**src/rtl/reg_wr_arbiter.sv**
```systemverilog
// Sole owner of the register-file write port: clears the file after reset or on
// request, then round-robin arbitrates ALU (0) and load-unit (1) writebacks.
module reg_wr_arbiter #(
    parameter int unsigned n       = 32,
    parameter int unsigned NREG    = 32,
    parameter bit          ZERO_R0 = 1'b1
) (
    input  logic         Clock,
    input  logic         Reset_n,
    input  logic         init_req,
    input  logic         req0,
    input  logic [4:0]   rw0,
    input  logic [n-1:0] data0,
    output logic         gnt0,
    input  logic         req1,
    input  logic [4:0]   rw1,
    input  logic [n-1:0] data1,
    output logic         gnt1,
    output logic         RegWr,
    output logic [4:0]   Rw,
    output logic [n-1:0] busW,
    output logic         init_busy
);

    typedef enum logic {
        INIT,
        RUN
    } state_t;

    localparam logic [4:0] LAST_CNT = 5'(NREG - 1);

    state_t       state, state_d;
    logic [4:0]   cnt, cnt_d;
    logic         last, last_d;
    logic         regwr_d;
    logic [4:0]   rw_d;
    logic [n-1:0] busw_d;

    always_ff @(posedge Clock or negedge Reset_n) begin
        if (!Reset_n) begin
            state <= INIT;
            cnt   <= '0;
            last  <= 1'b1;
            RegWr <= 1'b0;
            Rw    <= '0;
            busW  <= '0;
        end else begin
            state <= state_d;
            cnt   <= cnt_d;
            last  <= last_d;
            RegWr <= regwr_d;
            Rw    <= rw_d;
            busW  <= busw_d;
        end
    end

    always_comb begin
        state_d   = state;
        cnt_d     = cnt;
        last_d    = last;
        regwr_d   = 1'b0;
        rw_d      = Rw;
        busw_d    = busW;
        gnt0      = 1'b0;
        gnt1      = 1'b0;
        init_busy = (state == INIT);

        unique case (state)
            INIT: begin
                if (init_req) begin
                    cnt_d = '0;
                end else begin
                    regwr_d = 1'b1;
                    rw_d    = cnt;
                    busw_d  = '0;
                    if (cnt == LAST_CNT) begin
                        cnt_d   = '0;
                        state_d = RUN;
                    end else begin
                        cnt_d = cnt + 5'd1;
                    end
                end
            end

            RUN: begin
                if (init_req) begin
                    state_d = INIT;
                    cnt_d   = '0;
                end else begin
                    // last names the most recent winner; the other side wins a tie
                    gnt0 = req0 & (~req1 | last);
                    gnt1 = req1 & (~req0 | ~last);
                    if (gnt0) begin
                        rw_d    = rw0;
                        busw_d  = data0;
                        last_d  = 1'b0;
                        regwr_d = !(ZERO_R0 && (rw0 == 5'd0));
                    end else if (gnt1) begin
                        rw_d    = rw1;
                        busw_d  = data1;
                        last_d  = 1'b1;
                        regwr_d = !(ZERO_R0 && (rw1 == 5'd0));
                    end
                end
            end

            default: state_d = INIT;
        endcase
    end

endmodule
```
**config.mk**
```make
export PLATFORM = sky130hd
export DESIGN_NAME = reg_wr_arbiter
export DESIGN_NICKNAME = d
export VERILOG_FILES = /design/src/rtl/reg_wr_arbiter.sv
export SDC_FILE = /design/constraint.sdc
export NUM_CORES = 1
export LEC_CHECK = 0
export CORE_MARGIN = 4
export CORE_UTILIZATION = 35
export DETAILED_ROUTE_END_ITERATION = 6
export HOLD_SLACK_MARGIN = 0.15
export MAX_ROUTING_LAYER = met4
export PLACE_DENSITY = 0.76
export SYNTH_ARGS = -nofsm -noshare
export SYNTH_HDL_FRONTEND = slang
export SYNTH_SLANG_ARGS = --single-unit
```
**constraint.sdc**
```tcl
create_clock -name Clock -period 1.4 [get_ports Clock]
set_clock_uncertainty 0.05 [all_clocks]
set_input_delay 0.21 -clock Clock [delete_from_list [all_inputs] [get_ports Clock]]
set_output_delay 0.21 -clock Clock [all_outputs]
set_load 0.01 [all_outputs]
```
# Word level (Yosys, flattened, before mapping)
# Index checks and enable logic that the tools add are counted.
# totals
ff_bits,45
input_bits,79
elab_cells,56
# classes
addsub,1
n_eq_ne,5
n_mux,28
bitwise_logic,9
reduce_logical,7
# op_table
operator,n
$mux 32,4
$pmux 32 s2,1
$mux 5,7
$pmux 5 s2,2
$mux 1,12
$logic_not 5->1,2
$ne 2x2->1 const B,3
$reduce_and 3->1,2
$add 5x1->5 const B,1
$eq 5x5->1 const B,1
$not 1->1,5
$pmux 1 s2,2
$ne 3x1->1 const B,1
$and 1x1->1,2
$logic_not 1->1,2
$or 1x1->1,2
$reduce_bool 2->1,1

# Longest topological paths before layout
# Gate-level depths: netlist of run 1.
# depth
word_depth,7
mapped_depth,6
depth_no_buf,6

# Worst setup path before layout of run 1
# OpenSTA, ideal clock, no wires.
# synth_path
kind,flip-flop to output port
startpoint,reg last
endpoint,out gnt0
t_arrival_ns,1.264
required_ns,1.140
setup_slack_ns,-0.124
stages_incl_launch_ff,6
path_buffers,2
path_cell_list,dfstp_2 nand2b_4 nand2_4 buf_12 buf_12 nor3_1
# synth_via
elab_chain_cells,4
# synth_rtl
element,line_no,source
"start, declared",34,"logic last, last_d;"
"start signal, assigned",50,last <= last_d;
$or 1x1->1,91,gnt0 = req0 & (~req1 | last);
$and 1x1->1,91,
$mux 1,86,if (init_req) begin
$mux 1,68,unique case (state)
"end, declared",14,"output logic gnt0,"
# No other way between the ends.

# Worst setup path after layout of run 1
# Same ends and word-level chain as after synthesis.

==> run metrics, run 1 <==
setup violators final=16; H-Tree Depth=2; final worst setup slack=-125 ps; Synth Instances=212; GPL Wtd Cong=0.840; Detail Placement HPWL=4890 um; reg2reg start=last; pwr dens=706 nW/um^2; Placeable Area=6060 um^2; status=finished, violations left; Syn Area/Cell=10.6 um^2; Clock Path Buffers=2; GR Util All Layers=17.0%; share of layout cells above drive strength 1=15.3%; Psw=0.639 mW; Yosys top cell area share=49.1%; Sw Share=24.2%; hold crit path type=in -> async; vias in the first global route=2087; drt first pass iters=4; maximum fanout along the worst path=3; Seq/Total Area, Yosys=50.3%; Worst IR Drop VDD=405 uV; via/cell ratio=4.94; crit path launch=last; first-pass GRT wire length=9960 um; initial antenna violation count=0; worst reg2reg path depth=5; synthesis warning total=0; CP endpoint=gnt0; Starting Density=37.0%; Synthesized Nets=293; row cnt=28; Max Cap Viol=0; GRT overflow=0; tightest hold margin=369 ps; die area=7750 um^2; area leader, netlist=dfrtp_1; Fmax achieved=0.656 GHz; DR vias=2084; Die W=88.0 um; largest net degree at the start of global routing=46; Max-slew headroom=77.7%; library cells used by synthesis=34; RSZ-0062 raised after global routing=yes; actual slew at the worst max-slew pin=334 ps; WL/cell=15.2 um; routed wire length=6400 um; Pwr Total=2.64 mW; Worst EP arrival=1270 ps; period utilization=109%; number of fillers in the final layout=537; I/O Pins=120; Startpoint Class=flip-flop; Gate power share=21.8%; Root Driver=clkbuf_8; failing checks=setup timing; diode count=0; drt first-iter violations=100; Post-Syn Area=2240 um^2; antenna-violating nets left=0; Synth area leaders=dfrtp_1 49%, mux2i_1 17%, o21ai_1 8.0%; I/O Buffers=119; area delta synth->final=67.1%; Reg clk slew, reported paths=70 ps; internal power=2.01 mW; P_leak=1.90 nW; Die Y=88.0 um; FF-to-FF setup slack=-70 ps; CTS tree=done; Tmin final=1530 ps; Clock Sinks=45; Data required, critical path=1140 ps; Clock Latency Late Sink=290 ps; fin nets=429; #FFs+latches synth=45; Hold Vio Cnt, Final=0; Sequential Power Share=50.6%; share of power burned in the clock network=27.7%; endpoint class of the critical path=output pin; Slew Limit Fails=0; detailed-route DRC error count=0; reg2reg end=RegWr; total CTS buffers=5; crit path kind=reg -> out
==> critical path: stages (launching register included) <==
cell	delay (ps)
dfstp_2	530
nand2b_4	130
nand2_4	60
nor3_4	110
buf_2	150
==> cells by family after synthesis <==
| group | after synthesis | share of synthesized area, % |
|---|---|---|
| adders and majority gates | 2 | 1.12 |
| muxes | 38 | 17.0 |
| AOI/OAI and AO/OA | 57 | 14.7 |
| buffers and inverters | 16 | 6.08 |
| DFF | 45 | 50.3 |
| and+or+nand+nor | 54 | 10.9 |
==> per-stage QoR <==
| step | setup WS [ps] | cell area, um^2 | cells | utilization, % | TNS, ps |
|---|---|---|---|---|---|
| CTS | -159 | 3700 | 421 | 61.1 | -2600 |
| global placement | -446 | 3610 | 413 | 59.5 | -13770 |
| finish | -125 | 3750 | 422 | 61.8 | -427 |
| detailed placement | -458 | 3610 | 413 | 59.5 | -14810 |
| floorplan | -54.5 | 2250 | 212 | - | -99.0 |
| global route | -194 | 3750 | 422 | 61.8 | -3070 |
==> final cells by class <==
type | instances | area (um^2) | share of cell area (%)
repair buffers | 142 | 1380 | 36.8
flip-flops and latches | 45 | 1130 | 30.1
multi-input cells | 151 | 1060 | 28.4
well taps | 75 | 93.8 | 2.50
clock buffers | 5 | 68.8 | 1.84
inverters | 3 | 11.3 | 0.301
clock inverters | 1 | 5.00 | 0.134
==> metal layers <==
metal,wire length [um],global-route usage (%),vias to the layer above
met3,525,4.23,5
li1,-,-,1020
met5,0,-,-
met1,2610,21.0,972
met2,3220,28.8,87
met4,43,2.88,0
==> cell usage after synthesis <==
cell type	count
dfrtp_1	44
mux2i_1	38
o21ai_1	36
nand2_1	33
nor2_1	9
a21oi_1	7
a22oi_1	5
clkbuf_1	4
buf_12	3
buf_6	3
nor3_1	3
a31oi_1	2
ha_1	2
inv_1	2
o21ai_0	2
a21o_1	1
a311o_1	1
and2_1	1
and3_1	1
buf_1	1
buf_2	1
buf_4	1
dfstp_2	1
inv_2	1
nand2_4	1
nand2b_4	1
nand3b_1	1
nand4_1	1
nor2_2	1
nor4_1	1
o21ai_2	1
o22ai_1	1
o31ai_4	1
or4_1	1
==> cells in the final DEF (no fill, tap or decap), types with 2 or more instances in the layout <==
cell type         n
a21oi_1           5
a21oi_2           2
a22oi_1           4
a31oi_1           2
buf_12            4
buf_2             3
buf_4            16
clkbuf_8          5
clkdlybuf4s50_1  74
dfrtp_1          44
dlygate4sd2_1    40
inv_1             2
mux2i_1          37
nand2_1          33
nor2_1            7
nor2_2            2
nor3_4            2
o21ai_1          37
o21ai_2           2
==> power groups by stage <==
stage	Combinational (mW)	Clock, mW	Sequential [mW]
3_5_place_dp	0.557	0	1.36
6_report	0.576	0.732	1.34
2_1_floorplan	0.227	0	1.37
5_1_grt	0.620	0.835	1.34
4_1_cts	0.568	0.754	1.34
3_3_place_gp	0.547	0	1.36
==> sequential cells by signal, indices dropped and copies added (netlist names) <==
| name | cells |
|---|---|
| Rw | 5 |
| last | 1 |
| state | 1 |
| cnt | 5 |
| busW | 32 |
| RegWr | 1 |
==> worst min-delay path by stage <==
stage	to	slack (ps)	cells past startpoint
final	RegWr	370	3
after global routing	Rw[4]	390	3
after CTS	Rw[4]	380	3
after detailed placement	RegWr	160	2
after global placement	RegWr	160	2
after floorplan	RegWr	-140	0
==> timing repair <==
action | CTS | global route
endpoints found under the hold margin | 45 | 0
hold buffers | 1 | 0
resized for setup | 56 | 14
pin swaps | 5 | 9
endpoints found under the setup margin | 81 | 44
cloned | 1 | 0
setup buffers | 1 | 1
No activity file was read; power rests on OpenSTA's default activity.
==> inputs of run 2 (changes only) <==
- CORE_UTILIZATION: 35 -> 45
- DONT_BUFFER_PORTS: not set -> 1
- PLACE_DENSITY: 0.76 -> not set
==> run 2 against run 1 <==
Compared with the run above: the flow finishes with violations (hold timing, setup timing); hold slack got worse by 460 ps; register-to-register slack barely moved; critical path depth grew 2; core utilization rose by 11 points; critical endpoint is now cnt[3].
==> run metrics, run 2 (synthesized netlist as in run 1, its figures left out) <==
Detail Placement HPWL=4050 um; drt first pass iters=4; maximum fanout along the worst path=5; GRT overflow=0; Sw Share=24.2%; endpoint class of the critical path=flip-flop; die area=6180 um^2; Die Y=78.6 um; Tmin final=1480 ps; share of power burned in the clock network=33.7%; fin nets=385; Clock Sinks=45; Psw=0.704 mW; GPL Wtd Cong=0.755; setup violators final=26; drt first-iter violations=163; largest reg by FF count=busW; CTS tree=done; area delta synth->final=56.2%; Worst EP arrival=1660 ps; first-pass GRT wire length=10800 um; final worst setup slack=-84.6 ps; Gate power share=20.0%; status=finished, violations left; tightest hold margin=-89.5 ps; Reg clk slew, reported paths=90 ps; Max-slew headroom=77.5%; Placeable Area=4790 um^2; actual slew at the worst max-slew pin=334 ps; internal power=2.20 mW; DR vias=2006; Data required, critical path=1580 ps; I/O Pins=120; I/O Buffers=0; Worst IR Drop VDD=493 uV; Final Util=73.2%; antenna-violating nets left=0; period utilization=106%; H-Tree Depth=2; row cnt=25; Starting Density=46.8%; Max Cap Viol=0; P_leak=1.58 nW; Fmax achieved=0.674 GHz; commonest cells after routing, fill and taps aside=76 x dlygate4sd3_1, 44 x dfrtp_1, 34 x o21ai_1; GR Util All Layers=22.9%; Startpoint Class=flip-flop; Slew Limit Fails=0; most common cell after layout, fill and taps aside=dlygate4sd3_1; hold crit path type=in -> reg; Pwr Total=2.91 mW; total CTS buffers=5; Sequential Power Share=46.2%; WL/cell=19.1 um; Setup Slack @ Placement=-82.7 ps; Placed Area=2310 um^2; RSZ-0062 raised after global routing=yes; Top Registers=busW x32, Rw x5, cnt x5; Clock Path Buffers=2; share of layout cells above drive strength 1=19.3%; vias in the first global route=2189; initial antenna violation count=0; via/cell ratio=5.38; detailed-route DRC error count=0; pwr dens=830 nW/um^2; Final Instance Area=3500 um^2; largest net degree at the start of global routing=46; FF-to-FF setup slack=-80 ps; Hold Vio Cnt, Final=7; Clock Latency Late Sink=300 ps; Die W=78.6 um; failing checks=hold timing, setup timing; routed wire length=7140 um; number of flip-flops in the largest register=32; crit path kind=reg -> reg; Root Driver=clkbuf_8
run 2: per-layer routing:
layer  track usage [%]  share of wire, %  up-vias
li1                  -                 -      937
met1              24.7                37      964
met2              41.1                55       90
met3              5.85               6.4       15
met4              7.52               1.9        0
met5                 -                 0        -
run 2: area by class of cell:
cell class	instances	area, um^2
Tap cell	67	83.8
Antenna cell	1	2.50
Fill cell	312	1280
Timing Repair Buffer	98	1020
Clock inverter	2	38.8
Sequential cell	45	1130
Multi-Input combinational cell	151	1140
Clock buffer	6	72.6
Inverter	3	11.3
run 2: critical path: stages, from the launching register on:
cell     delay (ps)
dfrtp_1         390
ha_2            200
and3_4          190
ha_4            190
nor3_4          110
nand4_1         140
a21oi_2         140
run 2: power by group through the flow:
stage	Combinational, mW	Sequential [mW]	Clock, mW
floorplan	0.227	1.37	0
global route	0.619	1.35	1.06
detailed placement	0.254	1.37	0
finish	0.582	1.34	0.981
CTS	0.473	1.34	0.987
global placement	0.241	1.37	0
run 2: final timing paths:
kind,from,end,cells past startpoint
min,init_req,cnt[3],1
max in group asynchronous,Reset_n,last,2
max,cnt[0],cnt[3],6
max reg2reg,cnt[0],cnt[3],6
min in group asynchronous,Reset_n,busW[14],2
min reg2reg,state,RegWr,1
run 2: repair_timing:
item / 4_1_cts / 5_1_grt
hold endpoints to repair: 90 / 8
pin swaps: 7 / 6
gates resized for setup: 12 / 22
setup endpoints to repair: 13 / 26
hold buffers: 76 / 1
setup buffers: 2 / 5
gates cloned: 0 / 2
run 2: through the flow:
step / cells / TNS (ps)
2_1_floorplan: 212 / -99.0
3_3_place_gp: 278 / 0
3_5_place_dp: 278 / -260
4_1_cts: 364 / -121
5_1_grt: 372 / -2650
6_report: 373 / -1310
==> inputs of run 3 (changes only) <==
- CORE_UTILIZATION: 45 -> 50
- PLACE_DENSITY: not set -> 0.68
==> run 3 against run 2 <==
Compared with the run above: the run still ends with hold timing, setup timing left; largest power group unchanged; sequential share of layout area grew 1.0 points; sequential power is essentially flat; critical path depth shrank 2; hold slack gained 13 ps; core utilization grew 4.8 points; first-iteration DRC count shrank 37%; critical endpoint is now gnt0; die area shrank 9.0%; maximum frequency shrank 4.0%; clock power shrank 22%; worst setup slack lost 62 ps; final cell count shrank 4.6%.
==> run metrics, run 3 (synthesized netlist as in run 1, its figures left out) <==
setup violators final=39; failing checks=hold timing, setup timing; row cnt=24; Hold Crit Depth=1; hold crit path type=in -> reg; maximum fanout along the worst path=2; Gate power share=21.1%; Detail Placement HPWL=3710 um; Clock Latency Late Sink=290 ps; initial antenna violation count=0; I/O Buffers=0; area delta synth->final=51.3%; Placeable Area=4350 um^2; hold buffers post-CTS=77; via/cell ratio=5.66; fin cells=356; Placed Area=2310 um^2; dpl cells=263; drt first-iter violations=102; first-pass GRT wire length=10400 um; crit path launch=last; Psw=0.662 mW; Starting Density=51.5%; Sw Share=24.8%; Max-slew headroom=81.8%; Startpoint Class=flip-flop; GR Util All Layers=25.4%; actual slew at the worst max-slew pin=270 ps; Fmax achieved=0.647 GHz; I/O Pins=120; tightest hold margin=-76.2 ps; P_leak=1.55 nW; HP Start=init_req; endpoint class of the critical path=output pin; largest net degree at the start of global routing=46; vias in the first global route=2239; final worst setup slack=-146 ps; Final Util=77.9%; RSZ-0062 raised after global routing=yes; crit path kind=reg -> out; GRT overflow=0; DR vias=2015; Data required, critical path=1140 ps; Max Cap Viol=0; pwr dens=787 nW/um^2; Tmin final=1550 ps; share of layout cells above drive strength 1=17.1%; WL/cell=19.6 um; die area=5620 um^2; Worst EP arrival=1290 ps; Sequential Power Share=50.2%; most common cell after layout, fill and taps aside=dlygate4sd3_1; Clock Sinks=45; Slew Limit Fails=0; Hold Vio Cnt, Final=7; commonest cells after routing, fill and taps aside=76 x dlygate4sd3_1, 44 x dfrtp_1, 37 x o21ai_1; worst reg2reg path depth=6; status=finished, violations left; GPL Wtd Cong=0.799; drt first pass iters=4; internal power=2.01 mW; routed wire length=6990 um; CTS tree=done; detailed-route DRC error count=0; Root Driver=clkbuf_8; period utilization=110%; diode count=0; largest reg by FF count=busW; Die Y=75.0 um; total CTS buffers=5; Top Registers=busW x32, Rw x5, cnt x5; share of power burned in the clock network=28.7%; Clock Path Buffers=2; Worst IR Drop VDD=630 uV; Die W=75.0 um; number of flip-flops in the largest register=32; Reg clk slew, reported paths=80 ps; fin nets=384; H-Tree Depth=2; Final Instance Area=3390 um^2; antenna-violating nets left=0; reg2reg start=last
-- run 3: area by class of cell --
cell class / instances / area (um^2)
clock buffers: 7 / 76.3
flip-flops and latches: 45 / 1130
multi-input cells: 151 / 1100
fillers: 286 / 961
repair buffers: 97 / 1000
clock inverters: 1 / 7.51
inverters: 3 / 13.8
well taps: 52 / 65.1
-- run 3: worst max-delay path, stage by stage, from the launching register on --
cell and delay [ps]:
dfstp_2 530, nand2b_4 130, nand2_4 60, buf_12 120, nor3_4 150
-- run 3: power by group through the flow --
stage | clock, mW | combinational, mW | sequential, mW
floorplan | 0 | 0.227 | 1.37
global placement | 0 | 0.256 | 1.37
global route | 0.828 | 0.601 | 1.35
CTS | 0.794 | 0.495 | 1.34
finish | 0.767 | 0.562 | 1.34
detailed placement | 0 | 0.259 | 1.37
-- run 3: metal layers --
layer  wire length [um]  vias to the layer above  track usage, %  part of all wire [%]
met5                  0                        -               -                     0
met4                199                        0            10.3                   2.8
met3                376                       19            5.87                   5.4
met2               3870                       79            45.2                    55
met1               2550                      987            27.1                    36
li1                   -                      930               -                     -
-- run 3: per-stage QoR --
step / TNS, ps / worst slack [ps] / power, mW
floorplan: -99.0 / -54.5 / 1.60
global placement: 0 / 2.38 / 1.62
detailed placement: -56.6 / -29.9 / 1.63
CTS: -1930 / -196 / 2.63
global route: -5820 / -206 / 2.78
finish: -3100 / -146 / 2.67
-- run 3: worst paths after layout --
path | to | slack [ps]
worst max-delay path | gnt0 | -150
worst min-delay path | cnt[2] | -80
worst max register to register | Rw[0] | -130
worst min register to register | busW[25] | 520
max in group asynchronous | last | 640
min in group asynchronous | Rw[1] | 390
-- run 3: repair_timing --
item                                   CTS  global route
pin swaps                                5             9
gates cloned                             1             1
setup endpoints to repair                5            43
gates resized for setup                  8            19
endpoints found under the hold margin   90             8
buffers inserted                         4             2
